==> config.mk <==
export PLATFORM = sky130hd
export DESIGN_NAME = fft_peak_bin_tracker_flat
export DESIGN_NICKNAME = d
export VERILOG_FILES = /design/src/rtl/fft_peak_pkg.sv /design/src/rtl/fft_peak_bin_tracker_if.sv /design/src/rtl/fft_mag_sq.sv /design/src/rtl/fft_peak_bin_tracker.sv /design/src/flat_wrapper.sv
export SDC_FILE = /design/constraint.sdc
export NUM_CORES = 1
export LEC_CHECK = 0
export ABC_AREA = 1
export BUFFER_PORTS_ARGS = -buffer_cell sky130_fd_sc_hd__buf_2
export CAP_MARGIN = 10
export CORE_MARGIN = 2
export CORE_UTILIZATION = 45
export CTS_CLUSTER_SIZE = 25
export DETAILED_ROUTE_END_ITERATION = 12
export GPL_TIMING_DRIVEN = 0
export PLACE_DENSITY_LB_ADDON = 0.25
export RECOVER_POWER = 50
export SYNTH_ARGS = -nofsm -noshare
export SYNTH_HDL_FRONTEND = slang
export SYNTH_SLANG_ARGS = --single-unit
==> constraint.sdc <==
create_clock -name clk_in -period 3.3 [get_ports clk_in]
set_input_delay 0.495 -clock clk_in [delete_from_list [all_inputs] [get_ports clk_in]]
set_output_delay 0.495 -clock clk_in [all_outputs]
set_load 0.01 [all_outputs]
==> src/rtl/fft_peak_pkg.sv <==
// Shared definitions for the FFT peak-bin tracker.
//   state_e  : frame FSM encoding
//   mag_w    : |X|^2 width for a signed DATA_W input (2*DATA_W+1)
//   index_w  : bin index width for an NFFT-point frame
package fft_peak_pkg;

  typedef enum logic [1:0] {
    ST_IDLE   = 2'd0,
    ST_ACCUM  = 2'd1,
    ST_REPORT = 2'd2
  } state_e;

  function automatic int mag_w(input int data_w);
    return 2 * data_w + 1;
  endfunction

  function automatic int index_w(input int nfft);
    return $clog2(nfft);
  endfunction

endpackage

==> src/rtl/fft_peak_bin_tracker_if.sv <==
// FFT bin stream, one complex bin per beat, no backpressure.
//   bin_valid : beat valid
//   bin_sop   : first bin of frame (qualified by bin_valid)
//   bin_eop   : last bin of frame (qualified by bin_valid)
//   bin_re/im : signed real / imaginary parts
// master = FFT core side, slave = tracker side.
interface fft_peak_bin_tracker_if #(
  parameter int DATA_W = 12
);
  logic                     bin_valid;
  logic                     bin_sop;
  logic                     bin_eop;
  logic signed [DATA_W-1:0] bin_re;
  logic signed [DATA_W-1:0] bin_im;

  modport master (output bin_valid, bin_sop, bin_eop, bin_re, bin_im);
  modport slave  (input  bin_valid, bin_sop, bin_eop, bin_re, bin_im);
endinterface

==> src/rtl/fft_mag_sq.sv <==
// Two-stage |X|^2 pipeline with aligned sideband.
//   stage 1 registers re^2 and im^2, stage 2 registers their sum.
//   in_*  : beat valid, frame sop/eop, bin index, opaque tag
//   out_* : same sideband two cycles later, with out_mag = re^2 + im^2
// Data stages load only on a valid beat; the valid shift register always runs.
module fft_mag_sq import fft_peak_pkg::*; #(
  parameter int DATA_W  = 12,
  parameter int INDEX_W = 8,
  parameter int TAG_W   = 1,
  parameter int MAG_W   = mag_w(DATA_W)
) (
  input  logic                     clk_in,
  input  logic                     reset_n,
  input  logic                     in_valid,
  input  logic                     in_sop,
  input  logic                     in_eop,
  input  logic [INDEX_W-1:0]       in_idx,
  input  logic [TAG_W-1:0]         in_tag,
  input  logic signed [DATA_W-1:0] in_re,
  input  logic signed [DATA_W-1:0] in_im,
  output logic                     out_valid,
  output logic                     out_sop,
  output logic                     out_eop,
  output logic [INDEX_W-1:0]       out_idx,
  output logic [TAG_W-1:0]         out_tag,
  output logic [MAG_W-1:0]         out_mag
);
  localparam int SQ_W = 2 * DATA_W;

  logic [1:0]              vld_pipe_q;
  logic signed [SQ_W-1:0]  re_x, im_x;
  logic [SQ_W-1:0]         re_sq_d, im_sq_d, re_sq_q, im_sq_q;
  logic [MAG_W-1:0]        mag_d, mag_q;
  logic                    s1_sop_q, s1_eop_q, s2_sop_q, s2_eop_q;
  logic [INDEX_W-1:0]      s1_idx_q, s2_idx_q;
  logic [TAG_W-1:0]        s1_tag_q, s2_tag_q;

  // Squares are never negative; (-2^(DATA_W-1))^2 still fits SQ_W-1 bits.
  always_comb begin
    re_x    = {{DATA_W{in_re[DATA_W-1]}}, in_re};
    im_x    = {{DATA_W{in_im[DATA_W-1]}}, in_im};
    re_sq_d = re_x * re_x;
    im_sq_d = im_x * im_x;
    mag_d   = MAG_W'({1'b0, re_sq_q} + {1'b0, im_sq_q});
  end

  always_ff @(posedge clk_in or negedge reset_n) begin
    if (!reset_n) begin
      vld_pipe_q <= '0;
      re_sq_q    <= '0;
      im_sq_q    <= '0;
      s1_sop_q   <= 1'b0;
      s1_eop_q   <= 1'b0;
      s1_idx_q   <= '0;
      s1_tag_q   <= '0;
      mag_q      <= '0;
      s2_sop_q   <= 1'b0;
      s2_eop_q   <= 1'b0;
      s2_idx_q   <= '0;
      s2_tag_q   <= '0;
    end else begin
      vld_pipe_q <= {vld_pipe_q[0], in_valid};
      if (in_valid) begin
        re_sq_q  <= re_sq_d;
        im_sq_q  <= im_sq_d;
        s1_sop_q <= in_sop;
        s1_eop_q <= in_eop;
        s1_idx_q <= in_idx;
        s1_tag_q <= in_tag;
      end
      if (vld_pipe_q[0]) begin
        mag_q    <= mag_d;
        s2_sop_q <= s1_sop_q;
        s2_eop_q <= s1_eop_q;
        s2_idx_q <= s1_idx_q;
        s2_tag_q <= s1_tag_q;
      end
    end
  end

  assign out_valid = vld_pipe_q[1];
  assign out_sop   = s2_sop_q;
  assign out_eop   = s2_eop_q;
  assign out_idx   = s2_idx_q;
  assign out_tag   = s2_tag_q;
  assign out_mag   = mag_q;

endmodule

==> src/rtl/fft_peak_bin_tracker.sv <==
// Streaming peak-frequency detector: tracks the largest |X|^2 inside a
// programmable bin window and reports it once per well-formed frame.
//   clk_in, reset_n      : clock, async active-low reset
//   bin_if (slave)       : FFT bin stream
//   min_bin/max_bin      : inclusive search window, sampled at sop
//   threshold            : minimum |X|^2 for peak_found, sampled at sop
//   peak_valid           : 1-cycle pulse, new result (3 cycles after eop beat)
//   peak_index/mag/found : held result of the last good frame
//   frame_err            : 1-cycle pulse, malformed frame discarded
// The front end (FSM) classifies input beats; everything the back end needs
// (window hit, window-empty, min_bin, threshold) rides the pipeline tag so a
// new frame may latch its config while the previous one is still draining.
module fft_peak_bin_tracker import fft_peak_pkg::*; #(
  parameter int DATA_W  = 12,
  parameter int NFFT    = 256,
  parameter int INDEX_W = index_w(NFFT),
  parameter int MAG_W   = mag_w(DATA_W)
) (
  input  logic                   clk_in,
  input  logic                   reset_n,
  fft_peak_bin_tracker_if.slave  bin_if,
  input  logic [INDEX_W-1:0]     min_bin,
  input  logic [INDEX_W-1:0]     max_bin,
  input  logic [MAG_W-1:0]       threshold,
  output logic                   peak_valid,
  output logic [INDEX_W-1:0]     peak_index,
  output logic [MAG_W-1:0]       peak_mag,
  output logic                   peak_found,
  output logic                   frame_err
);
  localparam int                 TAG_W    = 2 + INDEX_W + MAG_W;
  localparam logic [INDEX_W-1:0] LAST_IDX = INDEX_W'(NFFT - 1);

  state_e             state_q, state_d;
  logic [INDEX_W-1:0] cnt_q, cnt_d, idx_next;
  logic [INDEX_W-1:0] min_q, min_d, max_q, max_d;
  logic [MAG_W-1:0]   thr_q, thr_d;
  logic               err_q, err_d;

  logic               acc, acc_sop, acc_eop;
  logic [INDEX_W-1:0] acc_idx, w_min, w_max;
  logic [MAG_W-1:0]   w_thr;
  logic               in_win, win_empty;
  logic [TAG_W-1:0]   in_tag;

  logic               s2_vld, s2_sop, s2_eop;
  logic [INDEX_W-1:0] s2_idx, s2_min;
  logic [TAG_W-1:0]   s2_tag;
  logic [MAG_W-1:0]   s2_mag, s2_thr;
  logic               s2_in_win, s2_empty;

  logic [MAG_W-1:0]   run_mag_q, run_mag_d, base_mag, new_mag;
  logic [INDEX_W-1:0] run_idx_q, run_idx_d, base_idx, new_idx;
  logic               pv_q, pv_d, pf_q, pf_d;
  logic [INDEX_W-1:0] pi_q, pi_d;
  logic [MAG_W-1:0]   pm_q, pm_d;

  assign idx_next = cnt_q + INDEX_W'(1);

  // Front end: frame FSM. Only beats of a frame still in good standing enter
  // the pipe; an erroring beat is dropped so that frame never reports.
  always_comb begin
    state_d = state_q;
    cnt_d   = cnt_q;
    min_d   = min_q;
    max_d   = max_q;
    thr_d   = thr_q;
    err_d   = 1'b0;
    acc     = 1'b0;
    acc_sop = 1'b0;
    acc_eop = 1'b0;
    acc_idx = idx_next;
    w_min   = min_q;
    w_max   = max_q;
    w_thr   = thr_q;
    // The report itself is driven by the pipe; this just closes REPORT.
    if (state_q == ST_REPORT && s2_vld && s2_eop) state_d = ST_IDLE;
    if (bin_if.bin_valid) begin
      if (bin_if.bin_sop && bin_if.bin_eop) begin
        err_d   = 1'b1;
        state_d = ST_IDLE;
      end else if (bin_if.bin_sop) begin
        err_d   = (state_q == ST_ACCUM);
        state_d = ST_ACCUM;
        cnt_d   = '0;
        min_d   = min_bin;
        max_d   = max_bin;
        thr_d   = threshold;
        w_min   = min_bin;
        w_max   = max_bin;
        w_thr   = threshold;
        acc     = 1'b1;
        acc_sop = 1'b1;
        acc_idx = '0;
      end else if (state_q == ST_ACCUM) begin
        cnt_d = idx_next;
        if (idx_next == LAST_IDX) begin
          if (bin_if.bin_eop) begin
            acc     = 1'b1;
            acc_eop = 1'b1;
            state_d = ST_REPORT;
          end else begin
            err_d   = 1'b1;
            state_d = ST_IDLE;
          end
        end else if (bin_if.bin_eop) begin
          err_d   = 1'b1;
          state_d = ST_IDLE;
        end else begin
          acc = 1'b1;
        end
      end
    end
  end

  assign in_win    = (acc_idx >= w_min) && (acc_idx <= w_max);
  assign win_empty = (w_min > w_max);
  assign in_tag    = {in_win, win_empty, w_min, w_thr};

  fft_mag_sq #(
    .DATA_W (DATA_W),
    .INDEX_W(INDEX_W),
    .TAG_W  (TAG_W),
    .MAG_W  (MAG_W)
  ) u_mag (
    .clk_in   (clk_in),
    .reset_n  (reset_n),
    .in_valid (acc),
    .in_sop   (acc_sop),
    .in_eop   (acc_eop),
    .in_idx   (acc_idx),
    .in_tag   (in_tag),
    .in_re    (bin_if.bin_re),
    .in_im    (bin_if.bin_im),
    .out_valid(s2_vld),
    .out_sop  (s2_sop),
    .out_eop  (s2_eop),
    .out_idx  (s2_idx),
    .out_tag  (s2_tag),
    .out_mag  (s2_mag)
  );

  assign {s2_in_win, s2_empty, s2_min, s2_thr} = s2_tag;

  // Back end: running max. The sop bin restarts from (0, min_bin); the eop
  // bin's compare is folded straight into the output registers.
  always_comb begin
    base_mag  = s2_sop ? '0 : run_mag_q;
    base_idx  = s2_sop ? s2_min : run_idx_q;
    new_mag   = base_mag;
    new_idx   = base_idx;
    // Strict > keeps the lower index on ties.
    if (s2_in_win && (s2_mag > base_mag)) begin
      new_mag = s2_mag;
      new_idx = s2_idx;
    end
    run_mag_d = run_mag_q;
    run_idx_d = run_idx_q;
    pv_d      = 1'b0;
    pi_d      = pi_q;
    pm_d      = pm_q;
    pf_d      = pf_q;
    if (s2_vld) begin
      run_mag_d = new_mag;
      run_idx_d = new_idx;
      if (s2_eop) begin
        pv_d = 1'b1;
        pi_d = new_idx;
        pm_d = new_mag;
        pf_d = !s2_empty && (new_mag >= s2_thr);
      end
    end
  end

  always_ff @(posedge clk_in or negedge reset_n) begin
    if (!reset_n) begin
      state_q   <= ST_IDLE;
      cnt_q     <= '0;
      min_q     <= '0;
      max_q     <= '0;
      thr_q     <= '0;
      err_q     <= 1'b0;
      run_mag_q <= '0;
      run_idx_q <= '0;
      pv_q      <= 1'b0;
      pi_q      <= '0;
      pm_q      <= '0;
      pf_q      <= 1'b0;
    end else begin
      state_q   <= state_d;
      cnt_q     <= cnt_d;
      min_q     <= min_d;
      max_q     <= max_d;
      thr_q     <= thr_d;
      err_q     <= err_d;
      run_mag_q <= run_mag_d;
      run_idx_q <= run_idx_d;
      pv_q      <= pv_d;
      pi_q      <= pi_d;
      pm_q      <= pm_d;
      pf_q      <= pf_d;
    end
  end

  assign peak_valid = pv_q;
  assign peak_index = pi_q;
  assign peak_mag   = pm_q;
  assign peak_found = pf_q;
  assign frame_err  = err_q;

endmodule
==> src/flat_wrapper.sv <==
// flat-port wrapper written by rule: the top's interface ports become plain ports
module fft_peak_bin_tracker_flat import fft_peak_pkg::*;
#(
  parameter int DATA_W  = 12,
  parameter int NFFT    = 256,
  parameter int INDEX_W = index_w(NFFT),
  parameter int MAG_W   = mag_w(DATA_W)
)
  (clk_in, reset_n, min_bin, max_bin, threshold, peak_valid, peak_index, peak_mag, peak_found, frame_err, bin_if_bin_valid, bin_if_bin_sop, bin_if_bin_eop, bin_if_bin_re, bin_if_bin_im);
  fft_peak_bin_tracker_if #(.DATA_W(DATA_W)) bin_if_i ();
  input  logic clk_in;
  input  logic reset_n;
  input  logic [INDEX_W-1:0] min_bin;
  input  logic [INDEX_W-1:0] max_bin;
  input  logic [MAG_W-1:0] threshold;
  output logic peak_valid;
  output logic [INDEX_W-1:0] peak_index;
  output logic [MAG_W-1:0] peak_mag;
  output logic peak_found;
  output logic frame_err;
  input wire logic [$bits(bin_if_i.bin_valid)-1:0] bin_if_bin_valid;
  input wire logic [$bits(bin_if_i.bin_sop)-1:0] bin_if_bin_sop;
  input wire logic [$bits(bin_if_i.bin_eop)-1:0] bin_if_bin_eop;
  input wire logic [$bits(bin_if_i.bin_re)-1:0] bin_if_bin_re;
  input wire logic [$bits(bin_if_i.bin_im)-1:0] bin_if_bin_im;
  assign bin_if_i.bin_valid = bin_if_bin_valid;
  assign bin_if_i.bin_sop = bin_if_bin_sop;
  assign bin_if_i.bin_eop = bin_if_bin_eop;
  assign bin_if_i.bin_re = bin_if_bin_re;
  assign bin_if_i.bin_im = bin_if_bin_im;
  fft_peak_bin_tracker #(.DATA_W(DATA_W), .NFFT(NFFT), .INDEX_W(INDEX_W), .MAG_W(MAG_W)) u_core (.clk_in(clk_in), .reset_n(reset_n), .bin_if(bin_if_i), .min_bin(min_bin), .max_bin(max_bin), .threshold(threshold), .peak_valid(peak_valid), .peak_index(peak_index), .peak_mag(peak_mag), .peak_found(peak_found), .frame_err(frame_err));
endmodule
Word-level counts from Yosys, hierarchy flattened

Cells that the tools add are included.

Equal/unequal tests: 3
$mul: 2
Magnitude comparators: 5
Add/sub/neg operators: 2
Muxes and demuxes: 48
Reduce and logical (&&, ||, !) cells: 10
Bitwise logic cells: 1

Operators by type and width:

| cell                                                 | count |
|---|---|
| 2-to-1 mux 25 bit                                    | 5 |
| 2-to-1 mux 8 bit                                     | 13 |
| multiplier 12 x 12 -> 24 bit                         | 2 |
| adder 24 x 24 -> 25 bit                              | 1 |
| >= comparator 25 bit                                 | 1 |
| greater-than comparator 25 bit                       | 1 |
| 2-to-1 mux 1 bit                                     | 22 |
| 2-to-1 mux 2 bit                                     | 8 |
| adder 8 x 1 -> 8 bit (second input constant)         | 1 |
| equality test 8 bit (second input constant)          | 1 |
| >= comparator 8 bit                                  | 1 |
| greater-than comparator 8 bit                        | 1 |
| less-or-equal comparator 8 bit                       | 1 |
| logical AND 1 bit                                    | 6 |
| AND reduction 3 bit                                  | 1 |
| equality test 2 x 1 -> 1 bit (second input constant) | 1 |
| equality test 2 bit (second input constant)          | 1 |
| AND reduction 2 bit                                  | 1 |
| nonzero test 2 bit                                   | 1 |
| logical NOT 1 bit                                    | 1 |
| inverter 1 bit                                       | 1 |

Register bits after elaboration: 285
Bits of input ports: 70
Word-level logic and storage cells: 95
Output and inout port bits: 36

Depth between registers and ports, before layout

Depth after elaboration: 10
Mapped depth: 26
Depth with buffers taken out: 24

By module

From an unflattened synthesis, not the netlist that was laid out.

Cell total of the unflattened synthesis: 3328
Area, all modules: 25838.5 µm²

By module, submodules not included:

| module               | cells an instance | sequential area each (µm²) | times used | area an instance (µm²) |
|---|---|---|---|---|
| fft_mag_sq           | 2338              | 4078.9                     | 1          | 18232.5 |
| fft_peak_bin_tracker | 990               | 3002.9                     | 1          | 7606.0 |

Worst setup path after synthesis

OpenSTA, ideal clock, no wires.

Path kind: in2reg
Start point: in bin_if_bin_im[3]
End point: reg u_core.u_mag.im_sq_q[23]
Setup time: 117 ps
Setup slack: -1696 ps
Stages on the path: 20
Path buffers: 1
Arrival time: 4879 ps
Required time: 3183 ps
Cells stage by stage: clkbuf_1 -> nand2_1 -> fa_1 -> inv_1 -> fa_1 -> inv_1 -> fa_1 -> fa_1 -> fa_1 -> inv_1 -> ha_1 -> nand2_1 -> nor2_1 -> nand2_1 -> nor2_1 -> nand2_1 -> nand3_1 -> nand3_1 -> nand3_1 -> nand2_1

Word-level cells in the longest chain between the ends: 1

Ends and longest elaborated chain:

| what                         | line               | RTL |
|---|---|---|
| from (decl)                  | flat_wrapper.sv:25 | `input wire logic [$bits(bin_if_i.bin_im)-1:0] bin_if_bin_im;` |
| multiplier 12 x 12 -> 24 bit | fft_mag_sq.sv:43   | `im_sq_d = im_x * im_x;` |
| to (signal assigned)         | fft_mag_sq.sv:65   | `im_sq_q <= im_sq_d;` |
| to (decl)                    | fft_mag_sq.sv:32   | `logic [SQ_W-1:0] re_sq_d, im_sq_d, re_sq_q, im_sq_q;` |

Every way passes these cells.
A chain may end at the register's enable or synchronous reset.

Final worst setup path

Start point: in bin_if_bin_im[10]
End point: reg u_core.u_mag.im_sq_q[16]

The elaborated chain is that of the path after synthesis.

==> run summary <==
The run finished, with violations left. The checks that failed: capacitance limit, slew limit, setup timing. The post-layout minimum cycle time is 4.351 ns. The overall die height is 240.1 um, and the critical path buffer and inverter count is 8. Once placement completed, the tool counted placed cells totaling 3983. The die is 240.1 um wide.

The met1 track demand over resource is 32.85%, and the combinational fraction of design power is 77.1%. By startpoint and endpoint, the worst setup path is classified as in2reg. The count of unique library cells instantiated by Yosys came out at 47. For met2 alone, demand over resource in global routing was 41.60%. The clock latency at the later pin of the worst-skew pair was 0.60 ns; the number of warning messages in the yosys log was 0. Power spread over the standard cell area amounts to 1184 mW/mm2. The remaining antenna violation count is 0. For hold timing, the worst endpoint is u_core.thr_q[12]$_DFF_PN0_. The tools report the type of destination of the critical path as a register. The DRC violation count after routing came out at 0. The worst hold path begins at threshold[12]. The first detailed-routing pass took 7 iterations. The count of buffers added on input and output ports is 105. TritonCTS created 31 clock buffers. Internal power comes to 20.23 mW. The average size of a mapped cell is 8.017 um2, and the total inserted antenna cells is 0.

The floorplan step defined a die boundary enclosing 0.05763 mm2. The wire-length estimate of the detail-placed layout is 52020 um. The number of clock sinks seen by CTS is 283. The root buffer cell chosen for the clock tree is clkbuf_16.

The filler cells instantiated in the layout total 4727. The layer carrying the most global-route usage was met2. For the pin with the worst max-slew slack, the measured transition is 2.663 ns. The run gives -77.53% as the max-slew headroom at the worst pin. For the worst setup path, the data required time is 3.78 ns. The reg-to-reg critical path endpoint is u_core.peak_found$_DFFE_PN0P_.

Routability-driven placement finished with a final weighted congestion of 0.9274. Class of the tightest hold or removal check: in2reg. In the global route stage, met3 resource usage came out at 1.757%. TritonCTS built the clock tree. In this run the deepest clock path goes through 3 buffers.

Largest vdd supply drop: 0.9251 mV. The cell with the most instances on the worst path is fa_1. For this configuration, the core starts out at a cell density of 45.52%. The max-cap violation count came out at 1. The wire length per cell is 16.56 um.

The share of the Yosys chip area taken by registers is 28.24%. The number of max-slew violations in the final report is 106. Cell depth of the worst flop-to-flop path: 26.

Setup repair after global routing could not meet its margin everywhere. After synthesis the cells add up to 0.02508 mm2. The cell count after synthesis came out at 3128. The worst setup slack after layout is -1.051 ns, and the post-route standard cell area excluding fillers is 0.03285 mm2.

For this block, the routed nets add up to 69790 um of wire. After the last flow step, the layout net total stands at 3962. For the number of H-tree levels, the log shows 1.

For this run, the total global-route usage over all layers was measured as 24.24%. The global route total overflow came out at 0. The relative contribution of sequential cells to total power is 13.1%, and the power spent charging and discharging nets is 18.65 mW. Entering global routing, the biggest net connects 111 pins. The hold violation count in the final report was 0; the number of placed I/O pins was 106. The core region is 0.05509 mm2. The signal arrival time at the worst endpoint came out at 4.83 ns. The kind of launch point of the worst setup path is a primary input.

Number of global-route vias before repair: 21450. The switching share of power works out to 47.96%. The number of nets in the synthesized netlist is 3649.

The initial antenna violation count was 0. Between clock sinks in the finished design, the worst skew comes to 0.02300 ns. Cells with a size suffix above 1 make up 25.56% of the layout. In this run the cell area measured after placement is 0.02770 mm2.

The number of endpoints failing setup at the final stage is 36. The first global-routing pass estimated 111200 um of wire. After detailed routing, the number of vias per cell comes to 5.059. The worst hold path passes through 3 cells. Of the available clock period, the critical path in the final layout requires 131.8%.

The routed layout has 21320 vias. The clock network is responsible for 9.9% of the overall power. The critical path goes through buf_12 > clkbuf_16 > nand2_4 > inv_4 > fa_1 > inv_1 > fa_1 > fa_1 > inv_2 > fa_1 > inv_1 > fa_1 > inv_2 > ha_4 > buf_4 > a21oi_4 > nand2_1 > a21oi_2 > nand2_1 > or2_4 > nand3_2 > nand2_1.

For this design, the slowest cell found on the critical path is fa_1. The maximum net fanout on the critical path was 8. Largest stage delay on the critical path: 0.54 ns.

The logs give -0.25 ns for the setup slack of the worst register-to-register path and 1374 for the number of DRC markers after the initial detailed-route iteration. The achievable frequency came out at 229.8 MHz. The analysis attributes to cell leakage a power of 16.93 nW.

Excluding fillers, the count of instances in the completed layout stands at 4214. The number of flip-flops and latches in the synthesized netlist works out to 283. The critical register-to-register path startpoint is u_core.u_mag.out_sop$_DFFE_PN0P_. Clock-pin slew was measured on the worst setup and hold paths at 0.06 ns. Relative area change from synthesis to final layout: 30.99%.

The kind of cell adding the most delay to the critical path is adder cells. In this run the core area contains 86 standard-cell rows.
worst register-to-register path: stages, from the launching register on:
cell       delay (ns)
dfrtp_1          0.40
buf_12           0.15
clkinv_8         0.07
clkbuf_16        0.18
nand2_4          0.08
ha_4             0.27
nand2_2          0.05
nor2_4           0.14
nand4_1          0.16
nor2_2           0.16
a21oi_4          0.08
buf_6            0.14
nand2_8          0.12
buf_12           0.14
buf_8            0.11
buf_6            0.10
nand2_4          0.04
and2_4           0.15
ha_4             0.26
nand2_1          0.04
nor2_1           0.10
nand2_1          0.06
o211ai_1         0.20
nand2_1          0.09
nand3_2          0.07
nand2_2          0.06
nand2_1          0.06
flip-flops by register name (all words and copies together), names as in the netlist, 23 cells and up:
name and cells:
u_core.u_mag.out_tag 35, u_core.u_mag.s1_tag_q 35, u_core.u_mag.out_mag 25, u_core.u_mag.im_sq_q 23, u_core.thr_q 25, u_core.u_mag.re_sq_q 23, u_core.run_mag_q 25, u_core.peak_mag 25
synthesized netlist by cell type (all sizes together):
master | count | area, um2
a21o | 10 | 75.07
nand3b | 11 | 82.58
clkinv | 3 | 11.26
a31oi | 36 | 225.2
xnor2 | 22 | 192.7
ha | 204 | 2552
o21a | 1 | 7.510
and2 | 25 | 156.4
nand3 | 195 | 998.5
buf | 32 | 214.0
o2111ai | 1 | 8.760
nor4 | 1 | 6.260
o21ai | 146 | 730.7
nor3 | 9 | 50.05
o211a | 1 | 10.01
nand4 | 32 | 200.2
nand2 | 888 | 3498
o31ai | 1 | 7.510
nor2 | 153 | 579.3
a22oi | 1 | 7.510
a22o | 2 | 17.52
xor2 | 11 | 96.34
inv | 601 | 2256
a21oi | 99 | 506.7
or2 | 29 | 181.4
a21boi | 2 | 15.02
o22ai | 10 | 62.56
o211ai | 2 | 15.01
a211o | 1 | 8.760
clkbuf | 64 | 240.2
fa | 247 | 4945
o21bai | 5 | 37.54
dfrtp | 283 | 7082
power by group through the flow:
stage / clock network, mW / logic (mW) / registers (mW)
after floorplan: 0 / 16.5 / 4.82
after global placement: 0 / 20.9 / 5.01
after detailed placement: 0 / 21.1 / 5.03
after CTS: 3.90 / 26.9 / 5.02
after global routing: 4.03 / 32.9 / 5.18
final: 3.84 / 30.0 / 5.08
cells by family (layout without fill, tap and decap cells):
kind of cell	count (synthesis)	in the layout	synth area share [%]
simple gates	1343	1343	22.94
buf+inv	700	1038	10.85
compound gates	318	318	6.920
fa+ha+maj	451	451	29.90
xor+xnor	33	33	1.152
flops	283	283	28.24
worst max path at each step:
stage | startpoint | endpoint | slack, ns | depth (start not counted)
CTS | bin_if_bin_im[3] | u_core.u_mag.im_sq_q[19]$_DFFE_PN0P_ | -0.98 | 22
floorplan | bin_if_bin_im[2] | u_core.u_mag.im_sq_q[18]$_DFFE_PN0P_ | -1.25 | 20
finish | bin_if_bin_im[10] | u_core.u_mag.im_sq_q[16]$_DFFE_PN0P_ | -1.05 | 22
global route | bin_if_bin_im[10] | u_core.u_mag.im_sq_q[16]$_DFFE_PN0P_ | -1.19 | 22
detailed placement | bin_if_bin_im[11] | u_core.u_mag.im_sq_q[23]$_DFFE_PN0P_ | -1.86 | 21
global placement | reset_n | u_core.min_q[2]$_DFF_PN0_ | -3.66 | 1
stage by stage:
stage | setup TNS, ns | setup slack (ns) | power, mW | hold WS (ns) | util (%)
after floorplan | -33.52 | -1.245 | 21.30 | 0.1994 | -
after global placement | -1078.62 | -3.662 | 25.93 | 0.4480 | 50.17
after detailed placement | -53.31 | -1.864 | 26.18 | 0.4548 | 50.29
after CTS | -24.64 | -0.9822 | 35.84 | 0.1075 | 57.56
after global routing | -65.40 | -1.190 | 42.10 | 0.1354 | 59.62
final | -27.71 | -1.051 | 38.88 | 0.1289 | 59.62
area by class of cell:
class                      instances  area [um2]  share of cell area (%)
buffer                            96        1069                   3.253
clock buffer                      40       889.6                   2.708
inverter                         604        2315                   7.047
timing repair inverter             1       8.758                 0.02666
timing repair buffer             279        2389                   7.271
tap                              748       935.9                   2.849
sequential                       283        7082                   21.56
clock inverter                    18       255.2                  0.7770
multi-input combinational       2145       17910                   54.51
placed cells by master, fill, tap and decap left out, types with 13 or more instances in the layout:
master,netlist,final
buf_4,8,126
nor2_1,151,126
clkbuf_16,0,56
nor2_4,0,14
fa_2,0,25
o21ai_1,10,20
inv_1,596,506
buf_6,1,44
ha_4,0,82
inv_2,5,88
and2_4,0,24
fa_1,247,222
o21ai_0,136,116
nand2_2,3,75
a21oi_1,98,71
nand3_2,2,30
nand2_1,864,739
nor2_2,2,13
buf_12,2,20
ha_1,204,120
nand2_4,21,68
a31oi_1,36,36
buf_8,0,14
xnor2_1,22,13
clkbuf_1,64,78
clkbuf_8,0,14
nand3_1,192,153
buf_2,19,55
nand4_1,32,32
a21oi_2,0,19
or2_2,29,20
dfrtp_1,283,283
repair_timing:
item	CTS	global route
resized for setup	413	206
hold endpoints to repair	25	0
cloned	12	0
endpoints found under the setup margin	36	37
pin swaps	159	170
buffers inserted	106	62
hold buffers	1	0
metal layers:
metal	vias up	routed length (um)
met2	522	34420
met1	10340	30050
met3	122	3021
met5	-	0
li1	10330	-
met4	0	2303
Power figures use the tool's default switching activity.
